--- src/rtl/aurora_tx_frame_buffer.sv ---
// Store-and-forward TX frame buffer.
// Accepts 32-bit words from the readout framer, which cannot be stalled. Only
// complete frames are committed, and each committed frame is replayed as an
// AXI4-Stream burst once the Aurora link is up. A frame that does not fit is
// dropped whole, and the drop is recorded in a sticky flag and a saturating
// counter.

module aurora_tx_frame_buffer #(
    parameter int ADDR_W = 4
) (
    input  logic              clk,
    input  logic              reset,
    // Upstream framer side (no backpressure)
    input  logic [31:0]       in_data,
    input  logic              in_valid,
    input  logic              in_last,
    input  logic [3:0]        in_keep,
    // Aurora TX user interface
    input  logic              channel_up,
    output logic [31:0]       m_tdata,
    output logic              m_tvalid,
    output logic              m_tlast,
    output logic [3:0]        m_tkeep,
    input  logic              m_tready,
    // Status
    output logic [ADDR_W:0]   frames_pending,
    output logic              overflow,
    output logic [7:0]        drop_count
);

    localparam int DEPTH = 1 << ADDR_W;

    // Pointers carry one extra wrap bit, so that full and empty can be told apart.
    typedef logic [ADDR_W:0]   ptr_t;
    typedef logic [ADDR_W-1:0] idx_t;

    typedef enum logic [1:0] {
        W_IDLE,
        W_FILL,
        W_DROP
    } w_state_t;

    typedef enum logic {
        R_IDLE,
        R_SEND
    } r_state_t;

    // ------------------------------------------------------------------
    // Storage
    // ------------------------------------------------------------------
    logic [31:0] mem_data [DEPTH];
    logic [3:0]  mem_keep [DEPTH];
    logic        mem_last [DEPTH];

    // ------------------------------------------------------------------
    // Pointers and state
    // ------------------------------------------------------------------
    ptr_t     wr_ptr, wr_ptr_next;
    ptr_t     frm_start, frm_start_next;
    ptr_t     commit_ptr, commit_ptr_next;
    ptr_t     rd_ptr, rd_ptr_next;
    w_state_t w_state, w_state_next;
    r_state_t r_state, r_state_next;

    ptr_t     occupancy;
    logic     full;
    ptr_t     wr_prev;
    idx_t     wr_idx;
    idx_t     prev_idx;
    idx_t     rd_idx;

    // Write-side strobes decoded by the write FSM
    logic     mem_we;
    logic     set_last;
    logic     commit;
    logic     drop;

    // Read-side strobes decoded by the read FSM
    logic     send_active;
    logic     handshake;
    logic     read_last;

    // Full is judged on the pointers as they stand before the edge, so a word
    // leaving in the same cycle does not free room for an incoming word.
    assign occupancy = wr_ptr - rd_ptr;
    assign full      = (occupancy == ptr_t'(DEPTH));
    assign wr_prev   = wr_ptr - ptr_t'(1);
    assign wr_idx    = wr_ptr[ADDR_W-1:0];
    assign prev_idx  = wr_prev[ADDR_W-1:0];
    assign rd_idx    = rd_ptr[ADDR_W-1:0];

    // ------------------------------------------------------------------
    // Write FSM: next-state and write strobes
    // ------------------------------------------------------------------
    // Decide where each incoming word goes and when a frame commits or drops.
    always_comb begin
        // NOTE: every output of this block gets a default first, so no path leaves a latch behind.
        w_state_next    = w_state;
        wr_ptr_next     = wr_ptr;
        frm_start_next  = frm_start;
        commit_ptr_next = commit_ptr;
        mem_we          = 1'b0;
        set_last        = 1'b0;
        commit          = 1'b0;
        drop            = 1'b0;

        unique case (w_state)
            W_IDLE, W_FILL: begin
                if (in_valid) begin
                    if (!full) begin
                        mem_we      = 1'b1;
                        wr_ptr_next = wr_ptr + ptr_t'(1);
                        if (in_last) begin
                            commit          = 1'b1;
                            frm_start_next  = wr_ptr + ptr_t'(1);
                            commit_ptr_next = wr_ptr + ptr_t'(1);
                            w_state_next    = W_IDLE;
                        end else begin
                            w_state_next    = W_FILL;
                        end
                    end else begin
                        // No room: roll back to the frame start and discard the rest.
                        drop         = 1'b1;
                        wr_ptr_next  = frm_start;
                        w_state_next = in_last ? W_IDLE : W_DROP;
                    end
                end else if (in_last && (w_state == W_FILL)) begin
                    // A bare end strobe closes the frame on the word already stored.
                    set_last        = 1'b1;
                    commit          = 1'b1;
                    frm_start_next  = wr_ptr;
                    commit_ptr_next = wr_ptr;
                    w_state_next    = W_IDLE;
                end
                // A bare end strobe in W_IDLE is an empty frame and is ignored.
            end

            W_DROP: begin
                if (in_last) begin
                    w_state_next = W_IDLE;
                end
            end

            default: begin
                w_state_next = W_IDLE;
            end
        endcase
    end

    // ------------------------------------------------------------------
    // Read FSM: next-state and handshake decode
    // ------------------------------------------------------------------
    // Start a burst when a committed frame exists and the link is up, then stream it out.
    always_comb begin
        r_state_next = r_state;
        rd_ptr_next  = rd_ptr;
        send_active  = 1'b0;
        handshake    = 1'b0;
        read_last    = 1'b0;

        unique case (r_state)
            R_IDLE: begin
                // The link state matters only here; a started frame always completes.
                if (channel_up && (rd_ptr != commit_ptr)) begin
                    r_state_next = R_SEND;
                end
            end

            R_SEND: begin
                send_active = 1'b1;
                if (m_tready) begin
                    handshake   = 1'b1;
                    rd_ptr_next = rd_ptr + ptr_t'(1);
                    if (mem_last[rd_idx]) begin
                        read_last    = 1'b1;
                        r_state_next = R_IDLE;
                    end
                end
            end

            default: begin
                r_state_next = R_IDLE;
            end
        endcase
    end

    // ------------------------------------------------------------------
    // Sequential state
    // ------------------------------------------------------------------
    // Register both FSMs and all four pointers.
    always_ff @(posedge clk) begin
        // NOTE: sequential state uses non-blocking assignments, so every register samples pre-edge values.
        if (reset) begin
            w_state    <= W_IDLE;
            r_state    <= R_IDLE;
            wr_ptr     <= '0;
            frm_start  <= '0;
            commit_ptr <= '0;
            rd_ptr     <= '0;
        end else begin
            w_state    <= w_state_next;
            r_state    <= r_state_next;
            wr_ptr     <= wr_ptr_next;
            frm_start  <= frm_start_next;
            commit_ptr <= commit_ptr_next;
            rd_ptr     <= rd_ptr_next;
        end
    end

    // Store each accepted word, and mark the end of a frame closed by a bare end strobe.
    always_ff @(posedge clk) begin
        // NOTE: the buffer has no reset; the pointers alone decide which entries are meaningful.
        if (mem_we) begin
            mem_data[wr_idx] <= in_data;
            mem_keep[wr_idx] <= in_keep;
            mem_last[wr_idx] <= in_last;
        end
        if (set_last) begin
            mem_last[prev_idx] <= 1'b1;
        end
    end

    // Count committed frames not yet fully sent; a commit and a final read together cancel out.
    always_ff @(posedge clk) begin
        if (reset) begin
            frames_pending <= '0;
        end else begin
            unique case ({commit, read_last})
                2'b10:   frames_pending <= frames_pending + ptr_t'(1);
                2'b01:   frames_pending <= frames_pending - ptr_t'(1);
                default: frames_pending <= frames_pending;
            endcase
        end
    end

    // Record dropped frames in a sticky flag and a counter that saturates at 255.
    always_ff @(posedge clk) begin
        if (reset) begin
            overflow   <= 1'b0;
            drop_count <= '0;
        end else if (drop) begin
            overflow <= 1'b1;
            if (drop_count != 8'hFF) begin
                drop_count <= drop_count + 8'd1;
            end
        end
    end

    // ------------------------------------------------------------------
    // TX outputs
    // ------------------------------------------------------------------
    // Present the entry at the read pointer while sending, and all zeros otherwise.
    always_comb begin
        m_tvalid = send_active;
        m_tdata  = '0;
        m_tkeep  = '0;
        m_tlast  = 1'b0;
        if (send_active) begin
            m_tdata = mem_data[rd_idx];
            m_tkeep = mem_keep[rd_idx];
            m_tlast = mem_last[rd_idx];
        end
    end

    // handshake is a debug-visible decode; tie it into nothing else on purpose.
    logic unused_handshake;
    assign unused_handshake = handshake;

endmodule

--- config.mk ---
export PLATFORM = sky130hd
export DESIGN_NAME = aurora_tx_frame_buffer
export DESIGN_NICKNAME = d
export VERILOG_FILES = /design/src/rtl/aurora_tx_frame_buffer.sv
export SDC_FILE = /design/constraint.sdc
export NUM_CORES = 1
export LEC_CHECK = 0
export ABC_AREA = 1
export BUFFER_PORTS_ARGS = -buffer_cell sky130_fd_sc_hd__buf_2
export CAP_MARGIN = 15
export CORE_MARGIN = 2
export CORE_UTILIZATION = 45
export CTS_CLUSTER_DIAMETER = 50
export CTS_CLUSTER_SIZE = 40
export DETAILED_ROUTE_END_ITERATION = 6
export GPL_TIMING_DRIVEN = 1
export PLACE_DENSITY = 0.59
export SLEW_MARGIN = 10
export SYNTH_ARGS = -nofsm -noshare
export SYNTH_HDL_FRONTEND = slang
export SYNTH_SLANG_ARGS = --single-unit
--- constraint.sdc ---
create_clock -name clk -period 4.9 [get_ports clk]
set_input_delay 0.49 -clock clk [delete_from_list [all_inputs] [get_ports clk]]
set_output_delay 0.49 -clock clk [all_outputs]
set_load 0.01 [all_outputs]
==> flow_summary.json <==
{
  "run_status": "complete, no violations",
  "final_net_count": 2213,
  "tns_ns": 0,
  "cts_sinks": 628,
  "std_cell_rows": 87,
  "cts_hold_repair.buffers": 0,
  "synth_sequential_area_ratio_pct": 72.0,
  "gp_routability_congestion": 0.789,
  "synth_enable_flop_cells": 592,
  "timing.critical_path.to_type": "output pin",
  "io_buffers": 93,
  "critical_path_peak_fanout": 79,
  "final.period_utilization_pct": 83.7,
  "multi_input_area_sq_um": 6360,
  "gr-total-overflow": 0,
  "track_usage_pct": 20.4,
  "floorplan.initialDensity_pct": 45.6,
  "fin_skew_ns": 0.0201,
  "post_cts_buffers": 0,
  "clockRootBuffer": "sky130_fd_sc_hd__clkbuf_16",
  "ys.warnings.count": 0,
  "finalSetupViolations": 0,
  "crit_chain": "buf_4, buf_4, o21ai_0, o211ai_1, nand3_1, a21oi_1, buf_2",
  "timing.critical_path.required_ns": 4.41,
  "floorplan.die.width_um": 243,
  "arr_time_crit_path_ns": 3.61,
  "finalCriticalPeriod_ns": 4.10,
  "detail-route-antenna-nets": 0,
  "grt_pass1_vias": 15953,
  "worst_path_largest_cell_delay_ns": 0.78,
  "initialDrtViolationCount": 1547,
  "filler_cell_count": 4933,
  "grt_setup_unrepaired": "no",
  "final_layout_size_suffix_gt1_share_pct": 11.2,
  "vertical_die_dimension_um": 243,
  "global_route_wire_length_before_repair_um": 94000,
  "fmax_mhz": 244,
  "fp.dieArea_sq_um": 59000,
  "synth.lib_cells_used.distinct": 28,
  "ctsResizeCount": 0,
  "timing.critical_path.slowest_stage_cell": "sky130_fd_sc_hd__buf_4",
  "final_util_pct": 50.9,
  "grt_max_degree": 220,
  "grt_antenna_before_repair": 1,
  "dr.pass1.iters": 7,
  "htree_num_levels": 2,
  "routed_wl_um": 61100,
  "cellPowerDensity_nw_per_um2": 390,
  "synth-seq-cells": 628,
  "areaGrowthSynthToFinish_pct": 11.7,
  "ir_drop_mv": 0.260,
  "viasPerCell": 5.53,
  "clock_tree.buffer_depth": 3,
  "worst_skew_pair.late_latency_ns": 0.61,
  "route.detailed.wl_per_inst_um": 20.7,
  "netlist_instances": 2108,
  "ioPinCount": 94,
  "crit_path_start_kind": "flop",
  "postSynth.asyncResetShare_pct": 0,
  "synthesis.area_sq_um": 25700,
  "synthesized_net_count": 2166,
  "synth-main-ff-cell": "sky130_fd_sc_hd__edfxtp_1",
  "placement.setup.worst_slack_ns": 1.42,
  "dpl.hpwl_um": 32600,
  "cts_inserted_buffers": 54,
  "slew_headroom_pct": 22.6,
  "setup_crit_path_kind": "reg2out",
  "total_leakage_power_uw": 0.00961,
  "finalHoldViolCount": 0,
  "finalMaxSlewViolations": 0,
  "hold_path.class": "in2reg",
  "mostFrequentLayoutCells": "sky130_fd_sc_hd__edfxtp_1 (592), sky130_fd_sc_hd__nor2_1 (482), sky130_fd_sc_hd__o21ai_0 (254)",
  "coreArea_sq_um": 56400,
  "clkTransAtPathRegs_ns": 0.07,
  "layout.area.seq_sq_um": 18500,
  "finalWorstSetupSlack_ns": 0.799,
  "cts_tree": "built",
  "most_common_cell_after_layout_fill_and_taps_aside": "sky130_fd_sc_hd__edfxtp_1",
  "cell_seen_most_often_among_critical_path_stages": "sky130_fd_sc_hd__buf_4",
  "worst_pin_slew_ns": 1.16,
  "vias": 16332,
  "max_cap_violations": 0,
  "syn_area_per_cell_sq_um": 12.2,
  "route.detailed.drc": 0
}
state kept, by name (all words and copies together) (netlist names), named ones only:
name and flops:
mem_data 512, mem_keep 64, mem_last 16, drop_count 8, commit_ptr 5, frames_pending 5
rd_ptr 5, wr_ptr 5, w_state 2, overflow 1, r_state 1
per-layer routing:
layer | track usage (%) | vias up | share of wire [%]
li1 | - | 7727 | -
met1 | 28.4 | 8082 | 45
met2 | 34.1 | 447 | 48
met3 | 2.75 | 76 | 4.9
met4 | 5.34 | 0 | 1.8
met5 | 0 | - | 0
Yosys cell counts, types with 2 or more instances:
cell type                  count  area [sq um]
sky130_fd_sc_hd__inv_2         2          7.51
sky130_fd_sc_hd__nand4_1      12          75.1
sky130_fd_sc_hd__buf_2        24           120
sky130_fd_sc_hd__inv_1        60           225
sky130_fd_sc_hd__buf_6        16           180
sky130_fd_sc_hd__nand2_1     103           387
sky130_fd_sc_hd__clkbuf_1     73           274
sky130_fd_sc_hd__o211ai_1    145          1090
sky130_fd_sc_hd__a21oi_1      62           310
sky130_fd_sc_hd__xor2_1        6          52.6
sky130_fd_sc_hd__nand3_1     116           581
sky130_fd_sc_hd__buf_4        10          75.1
sky130_fd_sc_hd__o21ai_0     254          1270
sky130_fd_sc_hd__buf_1        11          41.3
sky130_fd_sc_hd__xnor2_1       9          78.8
sky130_fd_sc_hd__nor2_1      495          1860
sky130_fd_sc_hd__nor3_1        9          45.0
sky130_fd_sc_hd__ha_1         15           188
sky130_fd_sc_hd__o21ai_1      51           255
sky130_fd_sc_hd__dfxtp_1      36           721
sky130_fd_sc_hd__edfxtp_1    592         17800
cell type report:
cell class / count / share of cell area (%)
clock buffers: 56 / 4.81
flip-flops and latches: 628 / 64.5
well taps: 756 / 3.30
repair buffers: 126 / 2.75
inverters: 63 / 0.851
clock inverters: 42 / 1.58
diodes: 1 / 0.00872
multi-input cells: 1282 / 22.2
path summary, 6_finish.rpt:
check / start / end / slack (ns) / cells after the start
max reg2reg: wr_ptr[0]$_SDFFE_PP0P_ / mem_data[14][30]$_DFFE_PP_ / 1.46 / 12
min: m_tready / r_state$_SDFF_PP0_ / 0.20 / 4
min reg2reg: overflow$_SDFFE_PP0P_ / overflow$_SDFFE_PP0P_ / 0.45 / 2
max: flop / m_tdata[24] / 0.80 / 7
through the flow:
step	instances	total power, uW	hold slack (ns)	cell area [sq um]
after global routing	2953	11600	0.216	28700
after global placement	2855	6900	0.434	26800
after detailed placement	2855	6920	0.440	26800
after CTS	2953	11300	0.168	28700
final	2954	11200	0.200	28700
after floorplan	2108	6640	0.474	25700
kinds of logic after synthesis:
logic type                 after synthesis  synth area share, %
xor gates and xnor gates                15                0.511
AOI/OAI and AO/OA                      512                 11.4
adders and majority gates               16                0.808
buffers and inverters                  198                 3.68
DFF                                    628                 72.0
and+or+nand+nor                        739                 11.6
power by group:
part	internal, uW	total [uW]	switching (uW)
Sequential	5930	5960	29.7
Clock	2270	4400	2130
Combinational	239	831	592
Total	8440	11200	2750
worst max-delay path, delay by kind of cell, from the launching register on:
family	cells	cell delay [ns]
flip-flops	1	0.38
AND/OR/NAND/NOR	1	0.17
AO/OA/AOI/OAI	3	0.76
buffers and inverters	3	1.58
(Power assumes the default switching activity.)
